**src/rtl/serpar_pkg.sv**
```systemverilog
// Shared constants for the parametrised serial-to-parallel receiver:
// FSM state encoding and the default idle/comma symbol.
package serpar_pkg;

  localparam logic [1:0] ST_SEARCH = 2'd0;
  localparam logic [1:0] ST_ALIGN  = 2'd1;
  localparam logic [1:0] ST_ACTIVE = 2'd2;

  localparam logic [7:0] COMMA_DEF = 8'hBC;

endpackage

```
**src/rtl/serpar_comma_det.sv**
```systemverilog
// Serial shift register plus comma comparator; win is the most recent
// DATA_W bits including the bit currently on data_out.
module serpar_comma_det
  import serpar_pkg::*;
#(
  parameter int                DATA_W = 8,
  parameter logic [DATA_W-1:0] COMMA  = DATA_W'(COMMA_DEF)
) (
  input  logic              clk_32f,
  input  logic              reset,
  input  logic              data_out,
  output logic [DATA_W-1:0] win,
  output logic              comma_hit
);

  logic [DATA_W-2:0] sr;

  assign win       = {sr, data_out};
  assign comma_hit = (win == COMMA);

  always_ff @(posedge clk_32f or negedge reset) begin
    if (!reset) begin
      sr <= '0;
    end else begin
      sr <= win[DATA_W-2:0];
    end
  end

endmodule

```
**src/rtl/serial_paralelo_param.sv**
```systemverilog
// Serial-to-parallel receiver: comma search, word alignment and locked word output.
// Optional macro SERPAR_RESYNC_EN: leave ACTIVE after repeated off-boundary commas.
//
//   state     | meaning
//   ----------+-----------------------------------------------------------
//   ST_SEARCH | sliding-window comma search on every bit (encoding 3 too)
//   ST_ALIGN  | checking for commas at each word boundary until LOCK_CNT
//   ST_ACTIVE | locked; one word emitted per boundary
module serial_paralelo_param
  import serpar_pkg::*;
#(
  parameter int                DATA_W   = 8,
  parameter logic [DATA_W-1:0] COMMA    = DATA_W'(COMMA_DEF),
  parameter int                LOCK_CNT = 4
) (
  input  logic              clk_32f,
  input  logic              reset,
  input  logic              data_out,
  output logic [DATA_W-1:0] data_rx,
  output logic              valid_rx,
  output logic              word_stb,
  output logic              active,
  output logic [1:0]        state_o
);

  localparam int              BC_W     = $clog2(DATA_W);
  localparam logic [BC_W-1:0] BIT_LAST = BC_W'(DATA_W - 1);
  localparam logic [3:0]      LOCK_V   = 4'(LOCK_CNT);

  logic [DATA_W-1:0] win;
  logic              comma_hit;
  logic [1:0]        state;
  logic [BC_W-1:0]   bit_cnt;
  logic [3:0]        comma_cnt;
  logic              at_bnd;
  logic              drop;

  serpar_comma_det #(
    .DATA_W (DATA_W),
    .COMMA  (COMMA)
  ) u_comma_det (
    .clk_32f   (clk_32f),
    .reset     (reset),
    .data_out  (data_out),
    .win       (win),
    .comma_hit (comma_hit)
  );

  assign at_bnd  = (bit_cnt == BIT_LAST);
  assign state_o = state;

`ifdef SERPAR_RESYNC_EN
  logic [3:0] miss_cnt;
  logic       off_hit;

  // A boundary counts as a miss when a comma was seen off-boundary in the same word.
  assign drop = (state == ST_ACTIVE) && at_bnd && off_hit && (miss_cnt + 4'd1 == LOCK_V);

  always_ff @(posedge clk_32f or negedge reset) begin
    if (!reset) begin
      miss_cnt <= '0;
      off_hit  <= 1'b0;
    end else if (state != ST_ACTIVE || drop) begin
      miss_cnt <= '0;
      off_hit  <= 1'b0;
    end else if (at_bnd) begin
      miss_cnt <= off_hit ? miss_cnt + 4'd1 : 4'd0;
      off_hit  <= 1'b0;
    end else if (comma_hit) begin
      off_hit <= 1'b1;
    end
  end
`else
  assign drop = 1'b0;
`endif

  always_ff @(posedge clk_32f or negedge reset) begin
    if (!reset) begin
      state     <= ST_SEARCH;
      bit_cnt   <= '0;
      comma_cnt <= '0;
      data_rx   <= '0;
      valid_rx  <= 1'b0;
      word_stb  <= 1'b0;
      active    <= 1'b0;
    end else begin
      bit_cnt  <= at_bnd ? '0 : bit_cnt + 1'b1;
      word_stb <= 1'b0;
      case (state)
        ST_ALIGN: begin
          if (at_bnd) begin
            if (comma_hit) begin
              if (comma_cnt != LOCK_V) comma_cnt <= comma_cnt + 4'd1;
              if (comma_cnt + 4'd1 == LOCK_V) begin
                state  <= ST_ACTIVE;
                active <= 1'b1;
              end
            end else begin
              state     <= ST_SEARCH;
              comma_cnt <= '0;
            end
          end
        end
        ST_ACTIVE: begin
          if (drop) begin
            state     <= ST_SEARCH;
            active    <= 1'b0;
            valid_rx  <= 1'b0;
            comma_cnt <= '0;
          end else if (at_bnd) begin
            data_rx  <= win;
            valid_rx <= !comma_hit;
            word_stb <= 1'b1;
          end
        end
        default: begin
          state <= ST_SEARCH;
          if (comma_hit) begin
            bit_cnt   <= '0;
            comma_cnt <= 4'd1;
            if (LOCK_CNT == 1) begin
              state  <= ST_ACTIVE;
              active <= 1'b1;
            end else begin
              state <= ST_ALIGN;
            end
          end
        end
      endcase
    end
  end

endmodule
```
**config.mk**
```make
export PLATFORM = sky130hd
export DESIGN_NAME = serial_paralelo_param
export DESIGN_NICKNAME = d
export VERILOG_FILES = /design/src/rtl/serpar_pkg.sv /design/src/rtl/serpar_comma_det.sv /design/src/rtl/serial_paralelo_param.sv
export SDC_FILE = /design/constraint.sdc
export NUM_CORES = 1
export LEC_CHECK = 0
export ABC_AREA = 1
export CORE_MARGIN = 2
export CORE_UTILIZATION = 30
export DETAILED_ROUTE_END_ITERATION = 16
export DONT_BUFFER_PORTS = 1
export GPL_ROUTABILITY_DRIVEN = 0
export GPL_TIMING_DRIVEN = 0
export SYNTH_ARGS = -nofsm -noshare
export SYNTH_HDL_FRONTEND = slang
export SYNTH_SLANG_ARGS = --single-unit
```
**constraint.sdc**
```tcl
create_clock -name clk_32f -period 2.15 [get_ports clk_32f]
set_clock_uncertainty 0.2 [all_clocks]
set_input_delay 0.3225 -clock clk_32f [delete_from_list [all_inputs] [get_ports clk_32f]]
set_output_delay 0.3225 -clock clk_32f [all_outputs]
set_load 0.005 [all_outputs]
```
Word-level counts from Yosys, hierarchy flattened
Index checks and enable logic that the tools add are counted.
Widths: inputs -> output; s select.
{"block": "totals", "wordCells": 42, "inputBits": 3, "output_inout_bits": 13, "register_bits": 27}
{"block": "op_classes", "reduce_logical": 7, "n_eq_ne": 9, "n_addsub": 2, "muxes": 15, "n_bitwise": 1}
{"cell": "$mux 4", "n": 4}
{"cell": "$mux 3", "n": 3}
{"cell": "$eq 8x8->1 const B", "n": 1}
{"cell": "$pmux 4 s2", "n": 1}
{"cell": "$reduce_and 4->1", "n": 2}
{"cell": "$mux 2", "n": 3}
{"cell": "$ne 3x3->1 const B", "n": 2}
{"cell": "$add 4x1->4 const B", "n": 1}
{"cell": "$eq 4x3->1 const B", "n": 1}
{"cell": "$ne 4x3->1 const B", "n": 1}
{"cell": "$pmux 2 s2", "n": 1}
{"cell": "$add 3x1->3 const B", "n": 1}
{"cell": "$eq 3x3->1 const B", "n": 1}
{"cell": "$mux 1", "n": 3}
{"cell": "$reduce_and 3->1", "n": 1}
{"cell": "$eq 2x1->1 const B", "n": 1}
{"cell": "$eq 2x2->1 const B", "n": 1}
{"cell": "$ne 2x2->1 const B", "n": 1}
{"cell": "$reduce_and 2->1", "n": 1}
{"cell": "$reduce_bool 2->1", "n": 1}
{"cell": "$reduce_or 2->1", "n": 1}
{"cell": "$logic_not 1->1", "n": 1}
{"cell": "$not 1->1", "n": 1}

Logic depth before layout (Yosys ltp)
{"block": "depth", "word_depth": 6, "ltp_mapped": 10, "ltp_nobuf": 10}

Modules after synthesis
From an unflattened synthesis, not the netlist that was laid out.
{"block": "hier_totals", "cells_unflattened": 140, "area_unflattened_um2": 1209.9}
{"module": "serial_paralelo_param", "seq_area_each_um2": 500.5, "cells_per_inst": 122, "instances": 1, "area_per_inst_um2": 987.2}
{"module": "serpar_comma_det", "seq_area_each_um2": 175.2, "cells_per_inst": 18, "instances": 1, "area_per_inst_um2": 222.7}

Worst setup path before layout
OpenSTA, ideal clock, no wires.
{"block": "synth_timing", "path_kind": "register to register", "startpoint": "register bit_cnt[0]", "endpoint": "register data_rx[0]", "setup_time_ps": 133, "required_ps": 1817, "stages_incl_launch_ff": 6, "n_path_buf": 1, "setup_slack_ps": 586, "arrival_ps": 1231, "period_less_slack_ps": 1564, "cell_sequence": "dfrtp_1 ha_1 ha_1 nand2_1 clkbuf_1 o21ai_0"}
{"block": "synth_between", "elab_chain_len": 2}
{"element": "from (decl)", "line": "serial_paralelo_param.sv:33", "source": "logic [BC_W-1:0] bit_cnt;"}
{"element": "from (signal assigned)", "line": "serial_paralelo_param.sv:87", "source": "bit_cnt <= at_bnd ? '0 : bit_cnt + 1'b1;"}
{"element": "$eq 3x3->1", "line": "serial_paralelo_param.sv:49", "source": "assign at_bnd = (bit_cnt == BIT_LAST);"}
{"element": "$reduce_and 2->1 (no line)"}
{"element": "to (signal assigned)", "line": "serial_paralelo_param.sv:111", "source": "data_rx <= win;"}
{"element": "to (decl)", "line": "serial_paralelo_param.sv:19", "source": "output logic [DATA_W-1:0] data_rx,"}
No other way between the ends.
A chain may end at the register's enable or synchronous reset.

Worst setup path after layout
Same ends and word-level chain as after synthesis.

==> metrics.txt <==
Clock Latency Late Sink 0.26 ns; Finish-stage setup viols 0; Power per Cell Area 686 mW/mm2; Reg2Reg Setup Slack 0.37 ns; Hold Path End data_rx[0]; hold slack 0.0266 ns; fmax 0.561 GHz; CTS tree built; post-synthesis register bit count 27; Worst-Margin Slew 0.400 ns; diode count 0; total track usage 10.4%; post-route cell area 0.00139 mm2; FP Rows 23; switching power total 0.234 mW; Fin. Hold Viols 0; Worst Path Max Fanout 10; Synth area leader dfrtp_1; post-synthesis sequential area ratio 54.4%; switching share of power 24.5%; Avg Cell Area, Syn 9.07 um2; area delta synth->final 12.0%; Initial Util 31.1%; final instance count without filler cells 194; crit share post-route 83.0%; critical path type reg -> reg; multi-input logic area 480 um2; hold depth 2; number of buffers created by CTS 3; Comb pwr share 11.9%; top-area cell type share of the netlist area 54.4%; Nets 155; final WL 2030 um; Hold Crit Class in -> reg; Vert. Die Dim 68.4 um; sequential power share 59.2%; mapped cell area 0.00124 mm2; Initial DRC Count 12; Rel. slew slack 73.3%; fill count 400; iteration count of the initial detailed-routing pass 4; fraction of layout cells with a size suffix above 1 10.4%; Synth area leaders dfrtp_1 54%, nand2_1 15%, ha_1 7.0%; most frequent cell after synthesis nand2_1; GRT Residual Overflow 0; status complete, no violations; vias in the first global route 888; critical path arrival 1.72 ns; total of max-cap violations 0; final worst setup slack 0.366 ns; Post-synth ARST share 100%; HPWL Detailed 1530 um; cell internal pwr 0.720 mW; worst vdd ir 371 uV; Critical Path RT 2.09 ns; IO Port Bufs 0; beginning of the worst hold path data_out; Post-DP Area 0.00131 mm2; setup tns final 0 ns; remaining routing DRC violations 0; antenna violations before repair 0; clock-pin slew on the worst setup and hold paths 0.09 ns; # H-tree levels 1; routed len/inst 10.4 um; Synth Flop Type dfrtp_1; final core occ 34.8%; post-CTS sizing 0; Worst R2R End data_rx[0]; Clk pwr share 28.9%; static leakage 0.764 nW; Post-synth EDFFs 0; final total power 0.954 mW; routed via count 826; RSZ-0062 raised after global routing no; synthesized net count 147; Storage cell area 676 um2; Placement Setup Slack 0.348 ns; largest net degree at the start of global routing 28; cells after synthesis 137; Core ar. 0.00400 mm2; CP Launch Type register; drt via density 4.26; yosys warns 0; post-route ant nets 0; reg2reg start bit_cnt[0]; sink count of the clock tree 27; Placed Cells 187; Max clock buf depth 2; total die area 0.00467 mm2; first-pass GRT wire length 3660 um; Max Transition Viols Final 0; CTS Root Buffer Type clkbuf_8; minimum clock period 1.78 ns; Crit. End Element register; worst reg-to-reg path cell count 5; count of cell types in the netlist 16; most common library cells after synthesis 49 x nand2_1, 27 x dfrtp_1, 21 x inv_1, 10 x nand3_1, 7 x ha_1; io pins 16; Chip Width 68.4 um
-- metal layers --
layer / vias to the layer above / wire, um / track usage (%)
li1: 427 / - / -
met1: 386 / 927 / 12.5
met2: 11 / 986 / 17.2
met3: 2 / 103 / 3.13
met4: 0 / 7 / 4.00
met5: - / 0 / 0
-- power groups by stage --
| stage | combinational, mW | sequential [mW] | clock [mW] |
|---|---|---|---|
| 2_1_floorplan | 0.0821 | 0.570 | 0 |
| 3_3_place_gp | 0.0929 | 0.573 | 0 |
| 3_5_place_dp | 0.0990 | 0.576 | 0 |
| 4_1_cts | 0.117 | 0.566 | 0.288 |
| 5_1_grt | 0.144 | 0.569 | 0.306 |
| 6_report | 0.113 | 0.565 | 0.276 |
-- cell families after synthesis --
kind of cell	Yosys count	synth area share [%]
fa+ha+maj	7	7.05
simple gates	74	28.3
buf+inv	23	6.95
flops	27	54.4
compound gates	6	3.32
-- timing repair --
item | in CTS | in global routing
hold endpoints to repair | 28 | 0
setup buffers | 0 | 0
hold buffers | 3 | 0
-- state kept, by name (all words and copies together), names as in the netlist --
name            flops
state_o             2
comma_cnt           4
u_comma_det.sr      7
valid_rx            1
data_rx             8
word_stb            1
active              1
bit_cnt             3
-- cells in the final DEF, fill, tap and decap left out --
cell | netlist | final
nand2_1 | 49 | 49
dfrtp_1 | 27 | 27
inv_1 | 21 | 21
nand3_1 | 10 | 10
ha_1 | 7 | 7
nor2_1 | 6 | 6
o21ai_0 | 4 | 4
nand2_4 | 3 | 3
clkbuf_8 | 0 | 3
nor2_4 | 2 | 2
nand2_2 | 2 | 2
dlygate4sd3_1 | 0 | 2
clkbuf_1 | 1 | 1
inv_2 | 1 | 1
o21ai_1 | 1 | 1
a21oi_4 | 1 | 1
nor2_8 | 1 | 1
nand4_1 | 1 | 1
clkinv_2 | 0 | 1
buf_12 | 0 | 1
-- layout make-up --
type                    count  share of cell area (%)
flip-flops and latches     27                    48.6
multi-input cells          87                    34.5
inverters                  22                    5.94
well taps                  50                    4.50
clock buffers               3                    2.97
repair buffers              3                    2.88
clock inverters             1                   0.360
plain buffers               1                   0.270
-- worst max-delay path by stage --
| stage | slack, ns | depth (start not counted) | to | from |
|---|---|---|---|---|
| after CTS | 0.32 | 6 | data_rx[0] | bit_cnt[0] |
| after global placement | 0.38 | 5 | data_rx[1] | bit_cnt[0] |
| after detailed placement | 0.35 | 6 | data_rx[0] | bit_cnt[0] |
| after floorplan | 0.59 | 5 | data_rx[0] | bit_cnt[0] |
| after global routing | 0.14 | 6 | data_rx[0] | bit_cnt[0] |
| final | 0.37 | 5 | data_rx[0] | bit_cnt[0] |
-- worst max-delay path, cell delays in order (launching register included) --
cell	delay, ns
dfrtp_1	0.39
ha_1	0.20
ha_1	0.22
nand2_1	0.16
clkbuf_1	0.35
o21ai_0	0.14
Power figures use the tool's default switching activity.
==> RTL edit 1 (same flow settings) <==
`DATA_W` is set to 8 in 2 places; all go to 16.
--- a/src/rtl/serpar_comma_det.sv
+++ b/src/rtl/serpar_comma_det.sv
@@ -3,7 +3,7 @@
 module serpar_comma_det
   import serpar_pkg::*;
 #(
-  parameter int                DATA_W = 8,
+  parameter int                DATA_W = 16,
   parameter logic [DATA_W-1:0] COMMA  = DATA_W'(COMMA_DEF)
 ) (
   input  logic              clk_32f,
--- a/src/rtl/serial_paralelo_param.sv
+++ b/src/rtl/serial_paralelo_param.sv
@@ -9,7 +9,7 @@
 module serial_paralelo_param
   import serpar_pkg::*;
 #(
-  parameter int                DATA_W   = 8,
+  parameter int                DATA_W   = 16,
   parameter logic [DATA_W-1:0] COMMA    = DATA_W'(COMMA_DEF),
   parameter int                LOCK_CNT = 4
 ) (
Interface: changed (resized data_rx); port bits go from 16 to 24. No check against the original RTL was run, so the function may have changed too.
==> RTL edit 1 against the original RTL <==
  * Setup slack gained 0.054 ns
  * Sequential power rose by 60%
  * Sequential cell count up 17
  * Wire length grew 57%
  * Design area increased by 52%
  * Synthesized area rose by 50%
  * Count of clock-buffer cells in the layout rose by 3
  * Total power rose by 77%
  * Die area grew 46%
  * Clock power grew 140%
  * Fmax grew 3.1%
  * Largest power group unchanged
==> RTL edit 1: results (changes against the original RTL) <==
Status = completed
Post-DP HPWL = 2260 um (+48%)
1st-iter DRT viols = 43 (+31)
Vias per inst = 4.27 (+0.24%)
Post-Route M1 WL = 1530 um (+65%)
Hold path depth = 0 (-2)
Global Route met2 Usage = 0.170 (-0.00217)
Hold Crit Class = reg -> reg
Adder-cell share of the synthesized area = 0.0404 (-0.0301)
Worst R2R Path Depth = 8 (+3)
Worst path max stage delay = 0.43 ns (+0.04 ns)
Internal = 1.30 mW (+80%)
Post-synthesis xor/xnor area fraction = 0.00943 (+0.00943)
Hold_sp = u_comma_det.sr[6]
Seq power = 0.904 mW (+60%)
Layout Cells excl Fill = 276 (+42%)
Register area share after synthesis = 0.593 (+0.0488)
Clk network pwr share = 0.393 (+0.104)
Ant diodes = 0 (unchanged)
Cell total after placement = 265 (+42%)
CP top delay family = buffers and inverters
Total GRT Usage = 0.112 (+0.00861)
Peak supply drop = 458 uV (+23%)
WL met3 = 215 um (+110%)
Total Wirelength = 3180 um (+57%)
Vias in the first global route = 1204 (+36%)
Leak = 1.13 nW (+47%)
Nets = 209 (+35%)
Final WS setup = 0.421 ns (+0.0545 ns)
Leading registers by flop count = data_rx: 16 flops, u_comma_det.sr: 15 flops
PostCTS Resize Cnt = 0 (unchanged)
P_clk = 0.663 mW (+140%)
H-tree levels = 2 (+1)
Hold endpoint = u_comma_det.sr[7]
Setup slack at placement = 0.410 ns (+0.0628 ns)
Fillers = 628 (+57%)
Synth area leaders = dfrtp_1, nand2_1, ha_1
Wire length on met2 = 1400 um (+41%)
Critical path data arrival time = 1.77 ns (+0.05 ns)
Worst skew pair latency = 0.30 ns (+0.04 ns)
Share of layout cells above drive strength 1 = 0.154 (+0.0501)
Routing usage on met3 = 0.0424 (+0.0111)
First-pass GRT wire length = 5780 um (+58%)
Synth cell count leaders = nand2_1, dfrtp_1, inv_1
Hold slack final = 0.185 ns (+0.158 ns)
Largest net degree at the start of global routing = 45 (+61%)
Library cells used by synthesis = 25 (+9)
Reg-to-reg critical path endpoint = data_rx[12]
Syn Nets = 199 (+35%)
Max transition margin = 0.802 (+0.0686)
## RTL edit 1: changes by cell type in the layout (fill, tap and decap cells not counted), sizes merged, moves of 2 or more
cell    delta
inv        -2
buf        +2
nor2      +10
dfrtp     +17
clkbuf     +2
nand3      +2
nand2     +19
## RTL edit 1: stage by stage
step                       util  cell area, um^2
after detailed placement  0.328             1950
after global routing      0.355             2110
after global placement    0.328             1950
after floorplan               -             1860
after CTS                 0.355             2110
final                     0.355             2110
## RTL edit 1: cells by family after synthesis
kind of cell / count (synthesis)
adders and majority gates: 6
xor gates and xnor gates: 2
and+or+nand+nor: 107
buffers and inverters: 22
DFF: 44
AOI/OAI and AO/OA: 9
## RTL edit 1: area by class of cell
type	count	area, um^2	share of cell area
Tap cell	75	93.8	0.0444
Clock inverter	2	38.8	0.0184
Multi-Input combinational cell	124	669	0.317
Buffer	2	12.5	0.00592
Timing Repair Buffer	3	40.0	0.0189
Clock buffer	6	82.6	0.0391
Sequential cell	44	1100	0.521
Inverter	20	75.1	0.0355
==> RTL edit 2 (same settings) <==
Without the edit above. Register the input `data_out` before use, without a reset. The logic sees it one clock later.
--- a/src/rtl/serial_paralelo_param.sv
+++ b/src/rtl/serial_paralelo_param.sv
@@ -27,6 +27,12 @@
   localparam logic [BC_W-1:0] BIT_LAST = BC_W'(DATA_W - 1);
   localparam logic [3:0]      LOCK_V   = 4'(LOCK_CNT);
 
+  logic data_out_q;
+
+  always_ff @(posedge clk_32f) begin
+    data_out_q <= data_out;
+  end
+
   logic [DATA_W-1:0] win;
   logic              comma_hit;
   logic [1:0]        state;
@@ -41,7 +47,7 @@
   ) u_comma_det (
     .clk_32f   (clk_32f),
     .reset     (reset),
-    .data_out  (data_out),
+    .data_out  (data_out_q),
     .win       (win),
     .comma_hit (comma_hit)
   );
Behaviour: not the same (Yosys sat finds a counterexample within 10 cycles, from zero or initial values and one cycle with reset low).
==> RTL edit 2 against the original RTL <==
  * Setup slack lost 0.025 ns
  * Wire length decreased by 1.1%
  * Critical path type unchanged
  * Total power is 6.5% higher
  * Count of clock-buffer cells in the layout up 1
  * Via count increased by 3.4%
  * Sequential cell count up 1
  * Synthesized area is 1.6% higher
  * Design area rose by 2.1%
==> RTL edit 2: results (changes against the original RTL) <==
Adder-cell share of the synthesized area = 0.0694 (-0.00112)
Post-CTS Repair Setup Buffers = 0 (unchanged)
Synth area leaders = dfrtp_1, nand2_1, ha_1
First-pass GRT wire length = 3630 um (-0.77%)
Synth Area in Compound Gates = 0.0327 (-0.000527)
Initial antenna violation count = 0 (unchanged)
Total GRT Usage = 0.102 (-0.00148)
Vias per inst = 4.38 (+2.9%)
Top-count cell post-synth = nand2_1
Synth cell count leaders = nand2_1, dfrtp_1, inv_1
Post-DP HPWL = 1530 um (about the same)
Drt wl/cell = 10.3 um (-1.6%)
Req. time, crit path = 2.09 ns (about the same)
Library cells used by synthesis = 17 (+1)
Nets = 156 (+0.65%)
Hold_buf cts = 3 (unchanged)
Worst R2R Start = bit_cnt[0]
Synthesized netlist cell count = 138 (+0.73%)
Area delta synth->final = 12.5%
Hold_sp = data_out_q
Post-synthesis mux area share = 0 (unchanged)
Peak supply drop = 422 uV (+14%)
Post-synthesis async set-or-reset flop share = 0.964 (-0.0357)
Yosys warning count = 0 (unchanged)
Ys flop type = dfrtp_1
Setup slack at placement = 0.332 ns (-0.0153 ns)
Worst R2R Path Depth = 5 (unchanged)
Vias in the first global route = 838 (-5.6%)
Largest net degree at the start of global routing = 28 (unchanged)
Register area share after synthesis = 0.551 (+0.00723)
PostCTS Resize Cnt = 0 (unchanged)
Leading registers by flop count = data_rx: 8 flops, u_comma_det.sr: 7 flops, comma_cnt: 4 flops
Share of layout cells above drive strength 1 = 0.103 (-0.000718)
Via count = 854 (+3.4%)
TritonCTS buffer count = 3 (unchanged)
Leak = 0.777 nW (+1.8%)
H-tree levels = 1 (unchanged)
Reg2reg setup slack = 0.34 ns (-0.03 ns)
Max Fclk = 553 MHz (-1.4%)
DR pass1 iterations = 4 (unchanged)
Ant diodes = 0 (unchanged)
Startpoint types = flop
Hold path depth = 0 (-2)
Status = completed
Clock root buffer = clkbuf_8
1st-iter DRT viols = 24 (+12)
Syn Nets = 148 (+0.68%)
Max transition margin = 0.728 (-0.00560)
Fillers = 426 (+6.5%)
Cell total after placement = 188 (+0.53%)
Port bufs = 0 (unchanged)
Worst skew pair latency = 0.27 ns
Hold Crit Class = reg -> reg
Hold slack final = 0.153 ns (+0.126 ns)
Post-synthesis xor/xnor area fraction = 0 (unchanged)
Placed Area = 1330 um^2 (+1.5%)
Top cell type's share of synthesized area = 0.535 (-0.00862)
Clock Path Buffers = 2 (unchanged)
## RTL edit 2: cell type report
type,instances,share of cell area
buffer,1,0.00264
clock buffer,4,0.0388
inverter,22,0.0581
multi-input combinational,87,0.338
sequential,28,0.490
tap,50,0.0441
timing repair buffer,3,0.0282
## RTL edit 2: worst max-delay path, stage by stage, from the launching register on
cell and delay [ns]:
dfrtp_1 0.39, ha_1 0.20, ha_1 0.23, nand2_1 0.17, clkbuf_1 0.36, o21ai_0 0.14
## RTL edit 2: cell families (layout without fill, tap and decap cells)
logic type	after synthesis	after routing
flops	28	28
fa+ha+maj	7	7
compound gates	6	6
buf+inv	23	30
simple gates	74	74
## RTL edit 2: report_power, final
group,internal [mW],switching [mW],total (mW),leakage (nW)
combinational,0.0478,0.0666,0.114,0.389
sequential,0.564,0.0204,0.584,0.360
clock,0.164,0.154,0.317,0.0288
## RTL edit 2: path summary, 6_finish.rpt
kind | endpoint
worst max-delay path | data_rx[6]
worst min-delay path | u_comma_det.sr[0]
worst max register to register | data_rx[6]
worst min register to register | u_comma_det.sr[0]
max in group asynchronous | comma_cnt[0]
min in group asynchronous | bit_cnt[1]
## RTL edit 2: per-layer routing
layer,global-route usage,part of all wire
met1,0.129,0.45
met2,0.171,0.49
met3,0.0292,0.054
met4,0.0294,0.0085
met5,0,0
